<file path="src/rtl/mem_access_unit_if.sv">
// Request/response and RAM pin bundle for mem_access_unit.
// The slave modport is the unit's view; master is the CPU/RAM side.
interface mem_access_unit_if #(
  parameter int unsigned ADDR_WIDTH = 10,
  parameter int unsigned DATA_WIDTH = 32
);
  logic                  i_req_valid;
  logic                  o_req_ready;
  logic                  i_req_we;
  logic [1:0]            i_req_size;
  logic                  i_req_signed;
  logic [31:0]           i_req_addr;
  logic [DATA_WIDTH-1:0] i_req_wdata;
  logic                  o_resp_valid;
  logic [DATA_WIDTH-1:0] o_resp_rdata;
  logic                  o_err;
  logic [ADDR_WIDTH-1:0] o_ram_addr;
  logic [DATA_WIDTH-1:0] o_ram_data;
  logic                  o_ram_we;
  logic [DATA_WIDTH-1:0] i_ram_data;

  modport slave (
    input  i_req_valid, i_req_we, i_req_size, i_req_signed, i_req_addr, i_req_wdata, i_ram_data,
    output o_req_ready, o_resp_valid, o_resp_rdata, o_err, o_ram_addr, o_ram_data, o_ram_we
  );

  modport master (
    output i_req_valid, i_req_we, i_req_size, i_req_signed, i_req_addr, i_req_wdata, i_ram_data,
    input  o_req_ready, o_resp_valid, o_resp_rdata, o_err, o_ram_addr, o_ram_data, o_ram_we
  );
endinterface

</file>
<file path="src/rtl/mem_access_unit.sv">
// Byte/half/word load-store initiator for a single-port word RAM without byte enables.
// Optional MEM_ACCESS_ALIGN_CHECK_EN: misaligned half/word accesses error out instead of being force-aligned.
module mem_access_unit #(
  parameter int unsigned ADDR_WIDTH = 10,
  parameter int unsigned DATA_WIDTH = 32
) (
  input  logic              i_clk,
  input  logic              i_rst,
  mem_access_unit_if.slave  bus
);

  localparam int unsigned SHAMT_W = 5;

  typedef enum logic [2:0] {
    IDLE,
    RD_ISSUE,
    RD_CAPTURE,
    WR_ISSUE,
    RESP
  } state_t;

  state_t                r_state;
  state_t                w_next_state;

  logic                  r_we;
  logic [1:0]            r_size;
  logic                  r_signed;
  logic [1:0]            r_off;
  logic [DATA_WIDTH-1:0] r_wdata;

  logic [ADDR_WIDTH-1:0] r_ram_addr;
  logic [DATA_WIDTH-1:0] r_ram_data;
  logic                  r_ram_we;
  logic                  r_resp_valid;
  logic [DATA_WIDTH-1:0] r_resp_rdata;
  logic                  r_err;

  logic                  w_accept;
  logic                  w_req_err;
  logic [1:0]            w_req_off;
  logic [SHAMT_W-1:0]    w_shamt;
  logic [DATA_WIDTH-1:0] w_lane;
  logic [DATA_WIDTH-1:0] w_load_data;
  logic [DATA_WIDTH-1:0] w_mask;
  logic [DATA_WIDTH-1:0] w_merged;
  logic [ADDR_WIDTH-1:0] w_ram_addr_n;
  logic [DATA_WIDTH-1:0] w_ram_data_n;
  logic [DATA_WIDTH-1:0] w_resp_rdata_n;
  logic                  w_err_n;
  logic                  w_unused;

  // Address bits above the RAM range alias by design.
  assign w_unused = &{1'b0, bus.i_req_addr[31:ADDR_WIDTH+2]};

  assign w_accept = bus.i_req_valid && (r_state == IDLE);

  // Request classification and effective byte offset within the word.
  always_comb begin
`ifdef MEM_ACCESS_ALIGN_CHECK_EN
    w_req_err = (bus.i_req_size == 2'b11)
              | ((bus.i_req_size == 2'b01) & bus.i_req_addr[0])
              | ((bus.i_req_size == 2'b10) & (|bus.i_req_addr[1:0]));
`else
    w_req_err = (bus.i_req_size == 2'b11);
`endif
    case (bus.i_req_size)
      2'b00:   w_req_off = bus.i_req_addr[1:0];
      2'b01:   w_req_off = {bus.i_req_addr[1], 1'b0};
      default: w_req_off = 2'b00;
    endcase
  end

  // Lane extraction for loads and lane merge for sub-word stores.
  assign w_shamt = {r_off, 3'b000};
  assign w_lane  = bus.i_ram_data >> w_shamt;

  always_comb begin
    case (r_size)
      2'b00:   w_load_data = {{(DATA_WIDTH-8){r_signed & w_lane[7]}}, w_lane[7:0]};
      2'b01:   w_load_data = {{(DATA_WIDTH-16){r_signed & w_lane[15]}}, w_lane[15:0]};
      default: w_load_data = bus.i_ram_data;
    endcase
  end

  assign w_mask   = ((r_size == 2'b00) ? DATA_WIDTH'(8'hFF) : DATA_WIDTH'(16'hFFFF)) << w_shamt;
  assign w_merged = (bus.i_ram_data & ~w_mask) | ((r_wdata << w_shamt) & w_mask);

  // Next state and next values of the registered outputs.
  always_comb begin
    w_next_state   = r_state;
    w_ram_addr_n   = r_ram_addr;
    w_ram_data_n   = r_ram_data;
    w_resp_rdata_n = '0;
    w_err_n        = 1'b0;
    case (r_state)
      IDLE: begin
        if (bus.i_req_valid) begin
          if (w_req_err) begin
            w_next_state = RESP;
            w_err_n      = 1'b1;
          end else begin
            w_ram_addr_n = bus.i_req_addr[ADDR_WIDTH+1:2];
            if (bus.i_req_we && (bus.i_req_size == 2'b10)) begin
              w_next_state = WR_ISSUE;
              w_ram_data_n = bus.i_req_wdata;
            end else begin
              w_next_state = RD_ISSUE;
            end
          end
        end
      end
      RD_ISSUE:   w_next_state = RD_CAPTURE;
      RD_CAPTURE: begin
        if (r_we) begin
          w_next_state = WR_ISSUE;
          w_ram_data_n = w_merged;
        end else begin
          w_next_state   = RESP;
          w_resp_rdata_n = w_load_data;
        end
      end
      WR_ISSUE:   w_next_state = RESP;
      RESP:       w_next_state = IDLE;
      default:    w_next_state = IDLE;
    endcase
  end

  always_ff @(posedge i_clk) begin
    if (i_rst) begin
      r_state      <= IDLE;
      r_we         <= 1'b0;
      r_size       <= 2'b00;
      r_signed     <= 1'b0;
      r_off        <= 2'b00;
      r_wdata      <= '0;
      r_ram_addr   <= '0;
      r_ram_data   <= '0;
      r_ram_we     <= 1'b0;
      r_resp_valid <= 1'b0;
      r_resp_rdata <= '0;
      r_err        <= 1'b0;
    end else begin
      r_state      <= w_next_state;
      r_ram_addr   <= w_ram_addr_n;
      r_ram_data   <= w_ram_data_n;
      r_ram_we     <= (w_next_state == WR_ISSUE);
      r_resp_valid <= (w_next_state == RESP);
      r_resp_rdata <= w_resp_rdata_n;
      r_err        <= w_err_n;
      if (w_accept) begin
        r_we     <= bus.i_req_we;
        r_size   <= bus.i_req_size;
        r_signed <= bus.i_req_signed;
        r_off    <= w_req_off;
        r_wdata  <= bus.i_req_wdata;
      end
    end
  end

  assign bus.o_req_ready  = (r_state == IDLE);
  assign bus.o_ram_addr   = r_ram_addr;
  assign bus.o_ram_data   = r_ram_data;
  assign bus.o_ram_we     = r_ram_we;
  assign bus.o_resp_valid = r_resp_valid;
  assign bus.o_resp_rdata = r_resp_rdata;
  assign bus.o_err        = r_err;

endmodule

</file>
<file path="src/flat_wrapper.sv">
// flat-port wrapper written by rule: the top's interface ports become plain ports
module mem_access_unit_flat 
#(
  parameter int unsigned ADDR_WIDTH = 10,
  parameter int unsigned DATA_WIDTH = 32
)
  (i_clk, i_rst, bus_i_req_valid, bus_i_req_we, bus_i_req_size, bus_i_req_signed, bus_i_req_addr, bus_i_req_wdata, bus_i_ram_data, bus_o_req_ready, bus_o_resp_valid, bus_o_resp_rdata, bus_o_err, bus_o_ram_addr, bus_o_ram_data, bus_o_ram_we);
  mem_access_unit_if #(.ADDR_WIDTH(ADDR_WIDTH), .DATA_WIDTH(DATA_WIDTH)) bus_i ();
  input  logic i_clk;
  input  logic i_rst;
  input wire logic [$bits(bus_i.i_req_valid)-1:0] bus_i_req_valid;
  input wire logic [$bits(bus_i.i_req_we)-1:0] bus_i_req_we;
  input wire logic [$bits(bus_i.i_req_size)-1:0] bus_i_req_size;
  input wire logic [$bits(bus_i.i_req_signed)-1:0] bus_i_req_signed;
  input wire logic [$bits(bus_i.i_req_addr)-1:0] bus_i_req_addr;
  input wire logic [$bits(bus_i.i_req_wdata)-1:0] bus_i_req_wdata;
  input wire logic [$bits(bus_i.i_ram_data)-1:0] bus_i_ram_data;
  output wire logic [$bits(bus_i.o_req_ready)-1:0] bus_o_req_ready;
  output wire logic [$bits(bus_i.o_resp_valid)-1:0] bus_o_resp_valid;
  output wire logic [$bits(bus_i.o_resp_rdata)-1:0] bus_o_resp_rdata;
  output wire logic [$bits(bus_i.o_err)-1:0] bus_o_err;
  output wire logic [$bits(bus_i.o_ram_addr)-1:0] bus_o_ram_addr;
  output wire logic [$bits(bus_i.o_ram_data)-1:0] bus_o_ram_data;
  output wire logic [$bits(bus_i.o_ram_we)-1:0] bus_o_ram_we;
  assign bus_i.i_req_valid = bus_i_req_valid;
  assign bus_i.i_req_we = bus_i_req_we;
  assign bus_i.i_req_size = bus_i_req_size;
  assign bus_i.i_req_signed = bus_i_req_signed;
  assign bus_i.i_req_addr = bus_i_req_addr;
  assign bus_i.i_req_wdata = bus_i_req_wdata;
  assign bus_i.i_ram_data = bus_i_ram_data;
  assign bus_o_req_ready = bus_i.o_req_ready;
  assign bus_o_resp_valid = bus_i.o_resp_valid;
  assign bus_o_resp_rdata = bus_i.o_resp_rdata;
  assign bus_o_err = bus_i.o_err;
  assign bus_o_ram_addr = bus_i.o_ram_addr;
  assign bus_o_ram_data = bus_i.o_ram_data;
  assign bus_o_ram_we = bus_i.o_ram_we;
  mem_access_unit #(.ADDR_WIDTH(ADDR_WIDTH), .DATA_WIDTH(DATA_WIDTH)) u_core (.i_clk(i_clk), .i_rst(i_rst), .bus(bus_i));
endmodule
</file>
<file path="config.mk">
export PLATFORM = sky130hd
export DESIGN_NAME = mem_access_unit_flat
export DESIGN_NICKNAME = d
export VERILOG_FILES = /design/src/rtl/mem_access_unit_if.sv /design/src/rtl/mem_access_unit.sv /design/src/flat_wrapper.sv
export SDC_FILE = /design/constraint.sdc
export NUM_CORES = 1
export LEC_CHECK = 0
export CAP_MARGIN = 10
export CORE_UTILIZATION = 38
export DETAILED_ROUTE_END_ITERATION = 7
export PLACE_DENSITY_LB_ADDON = 0.15
export RECOVER_POWER = 25
export REMOVE_ABC_BUFFERS = 1
export SYNTH_ARGS = -nofsm -noshare
export SYNTH_HDL_FRONTEND = slang
export SYNTH_SLANG_ARGS = --single-unit
</file>
<file path="constraint.sdc">
create_clock -name i_clk -period 2.5 [get_ports i_clk]
set_input_delay 0.5 -clock i_clk [delete_from_list [all_inputs] [get_ports i_clk]]
set_output_delay 0.5 -clock i_clk [all_outputs]
set_load 0.005 [all_outputs]
</file>
==> run_results.csv <==
group,metric,value,unit
critical_path,slowest_stage,"clkbuf_1",
global_routing,grt_first_pass_wirelength,24560,um
yosys,syn_area_per_cell,8.494,um^2
clock_tree,ctsResizeCount,0,
run_status,status,"finished, final reports clean",
yosys,syn_inst,573,
drt,drtPass1Iterations,5,
sta,hold_ws,0.4561,ns
power,p_per_area,554.6,mW/mm^2
critical_path,endpoint_kind,"flop",
global_routing,grt_use_total,0.2440,
critical_path,start_kind,"flop",
yosys,netlist_area,0.004867,mm^2
yosys,synth_seq_cells,102,
drt,wl_per_cell,18.20,um
global_routing,grt_pass1_vias,4711,
sta,finalCritPeriodShare,0.8875,
sta,rsz0062_at_grt,"no",
die,fp.dieW,115.2,um
flow_run,cap_violations,0,
sta,setup_viol,0,
power,ir_worst_vdd,476.3,uV
clock_tree,cts_tree,"yes",
sta,worst_slew_pin_slew,1.186,ns
critical_path,timing.critical_path.required,2.77,ns
clock_tree,htreeDepth,3,
critical_path,arrival,2.49,ns
place,dpl.hpwl,11540,um
clock_tree,cts.sinks,102,
finish,diodes,0,
clock_tree,cts_max_path_buffers,2,
clock_tree,holdBufCountCts,0,
clock_tree,clock-root-buffer,"clkbuf_16",
finish,final_layout_size_suffix_gt1_frac,0.1050,
critical_path,crit_type,"reg -> reg",
clock_tree,clk_pin_slew,0.07,ns
place,io_buffers,160,
drt,detail-route-antenna-nets,0,
yosys,ys_seq_area_frac,0.4195,
sta,min_period,2.219,ns
drt,via_count,4982,
global_routing,antenna_found_initial,0,
drt,finalWirelength,16050,um
sta,max_clock_freq,450.7,MHz
global_routing,grt_max_degree,36,
finish,fin_nets,813,
drt,viasPerCell,5.649,
yosys,synth_edf_count,0,
critical_path,critPathMaxStageDelay,0.53,ns
critical_path,critPathMaxFanout,26,
sta,drv_slew,0,
finish,final_area,0.006939,mm^2
die,core.rowCount,40,
clock_tree,cts_setup_buffers,0,
yosys,synth_ff_type,"dfxtp_1",
place,post-place-cells,867,
finish,fillers,1147,
place,gp_congestion,0.8240,
clock_tree,cts_inserted_buffers,9,
place,placed_area,0.006656,mm^2
yosys,async_reset_ff_frac,0,
finish,layoutNonFillerInstCount,882,
power,p_leak,2.443,nW
die,initial_core_util,0.3969,
drt,drc_errors,0,
yosys,yosysUniqueCellTypes,47,
sta,finalHoldViolCount,0,
min_path,min_path_cells,2,
global_routing,gr-total-overflow,0,
drt,dr.first_iter.drc_count,398,
sta,slew_headroom,0.2094,
die,die_area,0.01327,mm^2
yosys,synth_warnings,0,
clock_tree,insertion_delay,0.35,ns
die,core_area,0.01226,mm^2
min_path,hold_path.class,"reg -> reg",
critical_path,crit_chain,"nor3b_4, clkbuf_1, a32o_1, buf_4, o21ai_0, a21oi_1",
die,ios,181,
finish,areaGrowthSynthToFinish,42.57,%
sta,finalClockSkew,0.007927,ns
die,die_h,115.2,um
critical_path,reg2regPathDepth,6,
[synthesized netlist by cell type (5+ instances only)]
| cell | number | share of area |
|---|---|---|
| nand2_1 | 82 | 0.063 |
| o32a_1 | 8 | 0.016 |
| o221a_2 | 7 | 0.016 |
| buf_2 | 17 | 0.017 |
| mux2i_1 | 27 | 0.056 |
| clkbuf_1 | 41 | 0.032 |
| a221oi_1 | 10 | 0.018 |
| dfxtp_1 | 102 | 0.42 |
| a31oi_1 | 13 | 0.017 |
| nor2_1 | 22 | 0.017 |
| nand3_1 | 13 | 0.013 |
| nor3_1 | 14 | 0.014 |
| a2111oi_0 | 5 | 0.0090 |
| a311oi_1 | 6 | 0.011 |
| a31o_2 | 6 | 0.011 |
| nor4_1 | 7 | 0.0090 |
| o21ai_0 | 25 | 0.026 |
| o211ai_1 | 9 | 0.014 |
| a311oi_2 | 11 | 0.034 |
| nor3b_1 | 5 | 0.0077 |
| inv_1 | 5 | 0.0039 |
| a21oi_1 | 101 | 0.10 |
[cell families (layout without fill, tap and decap cells)]
family	after synthesis	count (layout)	synth area share
AOI/OAI and AO/OA	216	216	0.3044
buffers and inverters	68	209	0.06144
muxes	28	28	0.06015
and+or+nand+nor	159	159	0.1545
DFF	102	102	0.4195
[critical path: cells and delay by family (launching register included)]
| kind | cells | cell delay [ns] |
|---|---|---|
| simple gates | 1 | 0.28 |
| compound gates | 3 | 0.59 |
| flops | 1 | 0.44 |
| buf+inv | 2 | 0.82 |
[final timing paths]
path / start / end / slack [ns]
worst max-delay path: u_core.r_state[1]$_SDFF_PP0_ / u_core.bus.o_ram_data[26]$_SDFFE_PP0P_ / 0.28
worst min-delay path: u_core.bus.o_ram_addr[9]$_SDFFE_PP0P_ / u_core.bus.o_ram_addr[9]$_SDFFE_PP0P_ / 0.46
worst max register to register: u_core.r_state[1]$_SDFF_PP0_ / u_core.bus.o_ram_data[26]$_SDFFE_PP0P_ / 0.28
worst min register to register: u_core.bus.o_ram_addr[9]$_SDFFE_PP0P_ / u_core.bus.o_ram_addr[9]$_SDFFE_PP0P_ / 0.46
[state kept, by name, summed over array words and instances (netlist names), 2 cells and up]
name,cells
u_core.r_wdata,16
u_core.r_state,3
u_core.r_size,2
u_core.bus.o_resp_rdata,32
u_core.r_off,2
u_core.bus.o_ram_addr,10
u_core.bus.o_ram_data,32
[where the power goes]
part	leakage (nW)	internal, mW	switching, mW
sequential	0.829	1.69	0.0595
clock	0.141	0.794	0.584
combinational	1.47	0.338	0.379
[cell type report]
class	instances	area, um^2	share of cell area
Clock buffer	11	242.7	0.03498
Clock inverter	4	47.55	0.006852
Inverter	5	18.77	0.002705
Timing Repair Buffer	189	1832	0.2640
Tap cell	168	210.2	0.03029
Sequential cell	102	2043	0.2944
Multi-Input combinational cell	403	2545	0.3668
[cells in the final DEF (no fill, tap or decap), types with 3 or more instances in the layout]
| master | instances |
|---|---|
| nand2_1 | 82 |
| nor2_1 | 22 |
| clkbuf_1 | 3 |
| nor3b_1 | 5 |
| nor4bb_1 | 3 |
| nor4_1 | 7 |
| o221a_2 | 7 |
| a21oi_1 | 101 |
| a221oi_1 | 10 |
| a31oi_1 | 13 |
| a2111oi_0 | 5 |
| dlygate4sd3_1 | 35 |
| buf_4 | 25 |
| inv_1 | 5 |
| a311oi_2 | 11 |
| a31o_2 | 6 |
| o21ai_0 | 25 |
| dfxtp_1 | 101 |
| nor2b_1 | 3 |
| nand3_1 | 13 |
| clkdlybuf4s50_1 | 124 |
| o32a_1 | 8 |
| nor3_1 | 14 |
| o211ai_1 | 9 |
| clkbuf_16 | 9 |
| a221o_1 | 3 |
| mux2i_1 | 27 |
| a311oi_1 | 6 |
[per-stage QoR]
step / power [mW] / setup WS [ns] / setup TNS, ns / utilization
global route: 4.008 / 0.1680 / 0 / 0.5659
detailed placement: 2.504 / 0.1029 / 0 / 0.5429
finish: 3.849 / 0.2812 / 0 / 0.5659
CTS: 3.880 / 0.3725 / 0 / 0.5665
floorplan: 2.085 / -0.6806 / -15.03 / -
global placement: 2.491 / 0.1677 / 0 / 0.5429
[routing by layer]
layer / up-vias / track usage / wire (um)
li1: 2394 / - / -
met3: 27 / 0.04797 / 1154
met1: 2345 / 0.3187 / 7004
met5: - / 0 / 0
met2: 216 / 0.3956 / 7522
met4: 0 / 0.09784 / 370
No activity file was read; power rests on OpenSTA's default activity.
